`config.mk`:
```
export PLATFORM = sky130hd
export DESIGN_NAME = sqr_iter
export DESIGN_NICKNAME = d
export VERILOG_FILES = /design/src/rtl/sqr_iter.sv
export SDC_FILE = /design/constraint.sdc
export NUM_CORES = 1
export LEC_CHECK = 0
export CAP_MARGIN = 10
export CORE_MARGIN = 5
export CORE_UTILIZATION = 65
export CTS_BUF_LIST = sky130_fd_sc_hd__clkbuf_4 sky130_fd_sc_hd__clkbuf_8
export DETAILED_ROUTE_END_ITERATION = 10
export PLACE_DENSITY = 0.94
export SYNTH_ARGS = -nofsm -noshare
export SYNTH_HDL_FRONTEND = slang
export SYNTH_SLANG_ARGS = --single-unit
```
`constraint.sdc`:
```
create_clock -name clk_i -period 6.55 [get_ports clk_i]
set_clock_uncertainty 0.2 [all_clocks]
set_input_delay 1.31 -clock clk_i [delete_from_list [all_inputs] [get_ports clk_i]]
set_output_delay 1.31 -clock clk_i [all_outputs]
set_load 0.01 [all_outputs]
```
`src/rtl/sqr_iter.sv`:
```
// Iterative squarer: consumes DIGIT bits of the magnitude per cycle.
// Signed operands are squared through their magnitude, so p_o is unsigned.
module sqr_iter #(
  parameter int BW    = 8,
  parameter int DIGIT = 2
) (
  input  logic            clk_i,
  input  logic            rst_i,
  input  logic            clr_i,
  input  logic            in_valid_i,
  output logic            in_ready_o,
  input  logic [BW-1:0]   x_i,
  input  logic            sgn_i,
  output logic            out_valid_o,
  input  logic            out_ready_i,
  output logic [2*BW-1:0] p_o
);

  localparam int N  = BW / DIGIT;
  localparam int KW = (N > 1) ? $clog2(N) : 1;

  typedef enum logic [1:0] {
    IDLE,
    BUSY,
    DONE
  } state_t;

  state_t          state;
  logic [KW-1:0]   k;
  logic [BW-1:0]   mr;
  logic [2*BW-1:0] mc;
  logic [2*BW-1:0] acc;
  logic [BW-1:0]   mag;
  logic [2*BW-1:0] pp;
  logic [2*BW-1:0] acc_nxt;

  // mr walks the multiplier digits, mc carries M pre-shifted by k*DIGIT
  always_comb begin
    mag = x_i;
    if (sgn_i && x_i[BW-1])
      mag = BW'(0) - x_i;
    pp      = mc * (2*BW)'(mr[DIGIT-1:0]);
    acc_nxt = acc + pp;
  end

  always_ff @(posedge clk_i or posedge rst_i) begin
    if (rst_i) begin
      state       <= IDLE;
      in_ready_o  <= 1'b1;
      out_valid_o <= 1'b0;
      p_o         <= '0;
      acc         <= '0;
      k           <= '0;
      mr          <= '0;
      mc          <= '0;
    end else if (clr_i) begin
      state       <= IDLE;
      in_ready_o  <= 1'b1;
      out_valid_o <= 1'b0;
      acc         <= '0;
      k           <= '0;
    end else begin
      unique case (state)
        IDLE: begin
          if (in_valid_i) begin
            mr         <= mag;
            mc         <= {{BW{1'b0}}, mag};
            acc        <= '0;
            k          <= '0;
            in_ready_o <= 1'b0;
            state      <= BUSY;
          end
        end
        BUSY: begin
          acc <= acc_nxt;
          mr  <= mr >> DIGIT;
          mc  <= mc << DIGIT;
          k   <= k + KW'(1);
          if (k == KW'(N - 1)) begin
            p_o         <= acc_nxt;
            out_valid_o <= 1'b1;
            state       <= DONE;
          end
        end
        DONE: begin
          if (out_ready_i) begin
            out_valid_o <= 1'b0;
            in_ready_o  <= 1'b1;
            state       <= IDLE;
          end
        end
        default: begin
          state       <= IDLE;
          in_ready_o  <= 1'b1;
          out_valid_o <= 1'b0;
        end
      endcase
    end
  end

endmodule

```
# Yosys cells after proc, flatten, opt, wreduce, memory -nomap -nowiden
# Index checks and enable logic that the tools add are counted.
# op_classes
magnitude_cmp	0
multipliers	1
n_reduce_logical	10
add_sub_neg	3
shifts	0
bitwise	1
muxes	24
div	0
n_eq_ne	9
# ops
op	n
$pmux 16 s2	2
$mux 16	3
$add 16x16->16	1
$mul 16x2->16	1
$mux 8	2
$pmux 8 s2	1
$reduce_and 3->1	5
$mux 2	6
$ne 3x3->1 const B	3
$sub 1x8->8 const A	1
$mux 1	6
$ne 2x2->1 const B	3
$pmux 1 s3	2
$pmux 2 s3	1
$eq 2x2->1 const B	2
$pmux 2 s2	1
$reduce_bool 3->1	1
$add 2x1->2 const B	1
$eq 2x1->1 const B	1
$logic_not 2->1	1
$reduce_and 2->1	1
$reduce_bool 2->1	1
$logic_and 1x1->1	1
$not 1->1	1
# totals
word_cells	56
rom_bits	0
memories	0
ram_bits	0
ff_bits	62
output_inout_bits	18
latchBits	0
in_bits	14

# Longest topological paths before layout
# Gate-level depths: netlist (run 1).
# depth
depth_word	4
mapped_depth	12
ltp_nobuf	10

# Least setup slack after synthesis (run 1)
# Ideal clock, no wire load.
# synth_path
path_type	reg2reg
from	register mr[0]
to	register p_o[13]
t_arrival_ns	3.046
slack_ns	3.179
path_buffers	2
path_stages_with_launch	13
period_less_slack_ns	3.371
required_time_ns	6.225
setup_ns	0.125
path_cell_list	dfrtp_1 -> clkbuf_1 -> clkbuf_1 -> nand2_1 -> fa_1 -> inv_1 -> fa_1 -> a21o_1 -> a221oi_2 -> o21bai_2 -> a31oi_2 -> xnor2_1 -> mux2_4
# synth_via
elab_chain_cells	2
# synth_rtl
element	line_no	rtl
start, declared	30	logic [BW-1:0] mr;
start signal, assigned	66	mr <= mag;
start signal, assigned	76	mr <= mr >> DIGIT;
$mul 16x2->16	42	pp = mc * (2*BW)'(mr[DIGIT-1:0]);
$add 16x16->16	43	acc_nxt = acc + pp;
end signal, assigned	80	p_o <= acc_nxt;
end, declared	16	output logic [2*BW-1:0] p_o
# No other way between the ends.
# A chain may end at the register's enable or synchronous reset.

# Worst setup path after layout (run 1)
# layout_path
from	register mr[1]
to	register p_o[14]
# Same word-level chain as after synthesis.

==> flow_summary.ini, run 1 <==
[detailed_routing]
avgViaCountPerCell = 5.86
detail-route-antenna-nets = 0
drt_drc_violations_left = 0
firstDrtPassIters = 4
vias = 3101
postRouteWirelength_mm = 8.60
drt_iter0_drc = 271
wl_per_cell_um = 16.3

[yosys]
postSynth.asyncResetShare_pct = 100
yosysWarnings = 0
synth_simple_gate_area_share_pct = 15.3
mappedNetlistNets = 469
compound_cell_area_share_of_the_yosys_netlist_pct = 17.3
synth-edff-count = 0
synth_area_leaders = dfrtp_1, fa_1, nand2_1
synth_seq_cells = 62
post_synth_fa_ha_maj_area_fraction_pct = 13.3
seq_area_frac_synth_pct = 40.3
syn_area_um2 = 3850
synth.distinct_cells = 51
synth_top_family_by_area = compound AO/OA/AOI/OAI gates
synthMuxAreaShare_pct = 2.93
ys.flop_type = dfrtp_1
ranking_of_synthesized_cells_by_instance_count = nand2_1, dfrtp_1, inv_1, o21ai_0, nor2_1
synth-xor-area-share_pct = 4.23
postSynthCellCount = 423
yosys.area.top_type = dfrtp_1
yosysMostFrequentCell = nand2_1
synth.avg_cell_area_um2 = 9.10
synthDominantCellAreaShare_pct = 39.7

[clock_tree]
cts_setup_buffers = 0
clock-root-buffer = clkbuf_8
tritoncts = yes
cts.clk_slew.worst_paths_ns = 0.07
ctsHtreeMaxLevel = 3
number_of_gates_given_a_new_drive_strength_after_cts = 0
cts-buffers-inserted = 9
clock_network_latency_to_the_later_pin_of_the_worst_skew_pair_ns = 0.34
cts_hold_buf = 0
cts_max_path_buffers = 2
cts.sinks = 62

[worst_setup_path]
regToRegSetupSlack_ns = 2.91
r2r_end = p_o[14]
critical_path.reg2reg.startpoint = mr[1]
timing.reg2reg.worst_path_depth = 10
endpoint_kind = flip-flop
timing.critical_path.to = p_o[14]
worst-endpoint-arrival_ns = 3.70
critPathLaunch = mr[1]
setup.worst_path.class = flip-flop to flip-flop
critical_path_peak_fanout = 16
critical_path.startpoint_type = flip-flop
required_ns = 6.61

[timing]
fin_crit_ns = 3.64
headroom_to_the_max_slew_limit_pct = 28.7
tightestPinTransition_ns = 1.07
fin_crit_sh_pct = 55.5
max_freq_ghz = 0.275
setup_viol = 0
finalSetupTns_ns = 0
unrepaired_setup_endpoints_after_global_routing = false
final_hold_viol_count = 0
report.final.slew_viol_count = 0
whs_ns = 0.283

[hold_path]
hp-class = flip-flop to flip-flop

[finish]
multi_input_area_um2 = 2040
num_antenna_cells = 0
post_route_cells_drive_above_1_share_pct = 7.27
fin_nets = 495
final_core_density_pct = 75.8
design_area_um2 = 4430
area.sequential_um2 = 1550
synthToLayoutAreaGrowth_pct = 15.2
num-fill-cells = 393

[placed_design]
globalplace.congestion = 0.918
place_hpwl_mm = 6.21
post_dp_cell_area_um2 = 4200
placement.io_buffers = 31

[grt]
grt_start_max_net_pins = 63
grtUsageTotal_pct = 25.3
antenna_found_initial = 0
grt_pass1_wl_mm = 14.8
grt_pass1_vias = 3220
grtUsageMet1_pct = 29.5
grt_max_usage_layer = met2
grt_use_met3_pct = 5.87
met2_usage_pct = 44.4
globalRouteOverflowTotal = 0

[power]
static-leakage-power_nw = 2.15
total_power_of_the_final_layout_mw = 1.07
ir_drop_uv = 180
power.density_cell_area_nw_per_um2 = 241

[floorplanning]
num_io_pins = 32
rows = 28
die_h_um = 87.0
core_area_um2 = 5850
chipWidth_um = 87.0
floorplan.die_area_um2 = 7560
initial_utilization_pct = 65.8

[status]
status = complete, no violations

[run]
max-cap-violations = 0
cell usage in the layout (no fill, tap or decap), drive strengths merged, types with 4 or more instances in the layout:
master / n
xor2: 7
ha: 17
nand2: 74
dfrtp: 61
and2: 4
o31ai: 6
a22o: 14
nor3: 6
clkdlybuf4s50: 31
o21bai: 5
fa: 15
a21o: 4
inv: 46
nand2b: 7
nand3: 5
xnor2: 9
a21oi: 19
mux2: 7
nor2: 31
o21ai: 34
clkbuf: 13
kinds of logic (layout without fill, tap and decap cells):
family | count (synthesis) | count (layout)
xor gates and xnor gates | 17 | 17
AOI/OAI and AO/OA | 100 | 100
muxes | 10 | 10
adders and majority gates | 32 | 32
buffers and inverters | 65 | 96
and+or+nand+nor | 137 | 137
DFF | 62 | 62
metal layers:
| layer | part of all wire (%) | vias up |
|---|---|---|
| li1 | - | 1468 |
| met1 | 40 | 1516 |
| met2 | 53 | 92 |
| met3 | 4.6 | 25 |
| met4 | 2.9 | 0 |
| met5 | 0 | - |
flip-flops by register name (all words and copies together), names as in the netlist:
name and cells:
state 2, out_valid_o 1, in_ready_o 1, mc 16, k 2, p_o 16
acc 16, mr 8
stage by stage:
step	setup slack, ns	cells
after detailed placement	2.98	513
after CTS	2.94	529
after global placement	3.06	513
after global routing	2.75	529
final	2.91	529
after floorplan	3.18	423
worst min path at each step:
stage,slack [ns],start,to,cells past startpoint
after floorplan,0.24,mr[5],mr[5],2
after global placement,0.26,mr[5],mr[5],2
after detailed placement,0.27,mr[3],mr[3],2
after CTS,0.28,p_o[8],p_o[8],2
after global routing,0.30,p_o[7],p_o[7],2
final,0.28,p_o[8],p_o[8],2
power breakdown:
group	switching [mW]	internal, mW
combinational	0.135	0.0872
clock	0.149	0.249
sequential	0.0346	0.413
worst max-delay path: stages, from the launching register on:
cell	delay, ns
dfrtp_1	0.64
nand2_1	0.19
fa_1	0.54
inv_1	0.04
ha_1	0.40
a21oi_1	0.13
o22ai_1	0.22
nor2_1	0.13
o311ai_0	0.51
mux2_2	0.41
o21ai_0	0.14
cell type report:
type	count	area share (%)
inverters	46	3.90
flip-flops and latches	62	35.0
well taps	75	2.12
repair buffers	34	7.51
multi-input cells	296	46.1
clock buffers	13	3.90
clock inverters	3	1.47
(Power assumes the default switching activity.)
==> inputs of run 2 (changes only) <==
Settings changed: CORE_UTILIZATION 65 to 60, PLACE_DENSITY 0.94 to 0.88.
Clock period 6.55 ns to 3.6 ns, I/O delays scaled along.
==> run 2 against run 1 <==
Against the previous run:
- setup slack got worse by 2.7 ns
- register-to-register slack got worse by 2.7 ns
- maximum frequency rose by 7.4%
- combinational power rose by 89%
- clock power rose by 45%
- via count fell by 0.19%
==> flow_summary.ini, run 2 (synthesis results as in run 1) <==
[status]
status = complete, no violations

[worst_setup_path]
critical_path.startpoint_type = flip-flop
timing.reg2reg.worst_path_depth = 10
cpPeakStageDelay_ns = 0.45
endpoint_kind = flip-flop
critical_path_peak_fanout = 6
cpLargestDelayFamily = adder cells
setup.worst_path.class = flip-flop to flip-flop
worst-endpoint-arrival_ns = 3.41
critical_path_cell_by_cell = and2_1 -> fa_1 -> ha_1 -> fa_1 -> a21o_1 -> a221oi_2 -> o21bai_2 -> a31oi_2 -> xnor2_1 -> mux2_4
critical_path.most_common_cell = fa_1
cp_num_cells = 10
cpMaxStageDelayCell = dfrtp_1
required_ns = 3.62
cp.buffers_inverters = 0
regToRegSetupSlack_ns = 0.21

[finish]
most-common-layout-cells = nand2_1, dfrtp_1, inv_1
biggestRegsByFlops = acc x16, mc x16, p_o x16
final_core_density_pct = 70.4
area.sequential_um2 = 1550
num_antenna_cells = 0
multi_input_area_um2 = 2040
mostFrequentLayoutCell = nand2_1
post_route_cells_drive_above_1_share_pct = 8.08
fin_nets = 499
num-fill-cells = 444
synthToLayoutAreaGrowth_pct = 14.8

[detailed_routing]
postRouteWirelength_mm = 8.46
firstDrtPassIters = 4
drt_drc_violations_left = 0
avgViaCountPerCell = 5.79
vias = 3095
drt_iter0_drc = 214
wl_per_cell_um = 15.8
detail-route-antenna-nets = 0

[clock_tree]
cts.clk_slew.worst_paths_ns = 0.07
clock_network_latency_to_the_later_pin_of_the_worst_skew_pair_ns = 0.34
tritoncts = yes
number_of_gates_given_a_new_drive_strength_after_cts = 0
cts-buffers-inserted = 9
cts_hold_buf = 0
cts_max_path_buffers = 2
cts.sinks = 62
cts_setup_buffers = 0
clock-root-buffer = clkbuf_8
ctsHtreeMaxLevel = 3

[floorplanning]
floorplan.die_area_um2 = 8120
chipWidth_um = 90.1
initial_utilization_pct = 61.3
rows = 29
die_h_um = 90.1
core_area_um2 = 6280
num_io_pins = 32

[grt]
grt_start_max_net_pins = 23
globalRouteOverflowTotal = 0
grt_pass1_vias = 3115
grt_pass1_wl_mm = 14.3
antenna_found_initial = 0
grtUsageTotal_pct = 21.6

[run]
max-cap-violations = 0

[timing]
final_hold_viol_count = 0
headroom_to_the_max_slew_limit_pct = 57.8
tightestPinTransition_ns = 0.633
fin_crit_sh_pct = 94.1
finalSetupTns_ns = 0
fin_crit_ns = 3.39
unrepaired_setup_endpoints_after_global_routing = false
setup_viol = 0
setup_slack_ns = 0.212
report.final.slew_viol_count = 0
max_freq_ghz = 0.295
whs_ns = 0.265

[placed_design]
placement.io_buffers = 31
place_worst_setup_slack_ns = 0.269
place_hpwl_mm = 6.21
globalplace.congestion = 0.947

[hold_path]
hp-class = flip-flop to flip-flop
cell_depth_of_the_worst_min_delay_path = 2

[power]
static-leakage-power_nw = 2.14
ir_drop_uv = 266
power.density_cell_area_nw_per_um2 = 408
==> run 2: changes by cell type in the layout (fill, tap and decap cells not counted), sizes merged <==
| cell | delta |
|---|---|
| clkinvlp | +1 |
| bufinv | -2 |
| buf | +4 |
| clkinv | +1 |
==> run 2: per-layer routing <==
layer	share of wire [%]	GRT usage (%)	vias up
met4	2.7	8.56	0
met1	41	26.8	1495
met3	5.5	5.34	20
met5	0	0	-
li1	-	-	1481
met2	51	36.2	99
==> run 2: worst paths after layout <==
path                        from          to
max                        mr[1]     p_o[13]
min                        mr[5]       mr[5]
max reg2reg                mr[1]     p_o[13]
min reg2reg                mr[5]       mr[5]
max in group asynchronous  rst_i  in_ready_o
min in group asynchronous  rst_i       mc[5]
==> run 2: power breakdown <==
part | switching (mW) | internal [mW] | leakage, nW
combinational | 0.255 | 0.164 | 1.21
clock | 0.266 | 0.312 | 0.0988
sequential | 0.0521 | 0.752 | 0.835
==> run 2: worst reg2reg max path: cells and delay by family, from the launching register on <==
family,cells,cell delay (ns)
fa+ha+maj,3,1.12
compound gates,4,0.94
flops,1,0.45
mux,1,0.26
simple gates,1,0.19
xor+xnor,1,0.11
==> run 2: area by class of cell <==
cell class | instances | share of cell area, %
repair buffers | 38 | 8.21
inverters | 46 | 3.91
clock buffers | 13 | 3.91
multi-input cells | 296 | 46.2
clock inverters | 3 | 0.396
well taps | 77 | 2.18
flip-flops and latches | 62 | 35.1
==> run 2: per-stage QoR <==
stage | power (mW) | instance area, um^2 | instances
finish | 1.80 | 4420 | 535
global route | 1.90 | 4420 | 535
CTS | 1.80 | 4420 | 535
detailed placement | 1.22 | 4230 | 519
global placement | 1.21 | 4230 | 519
floorplan | 1.10 | 3850 | 423
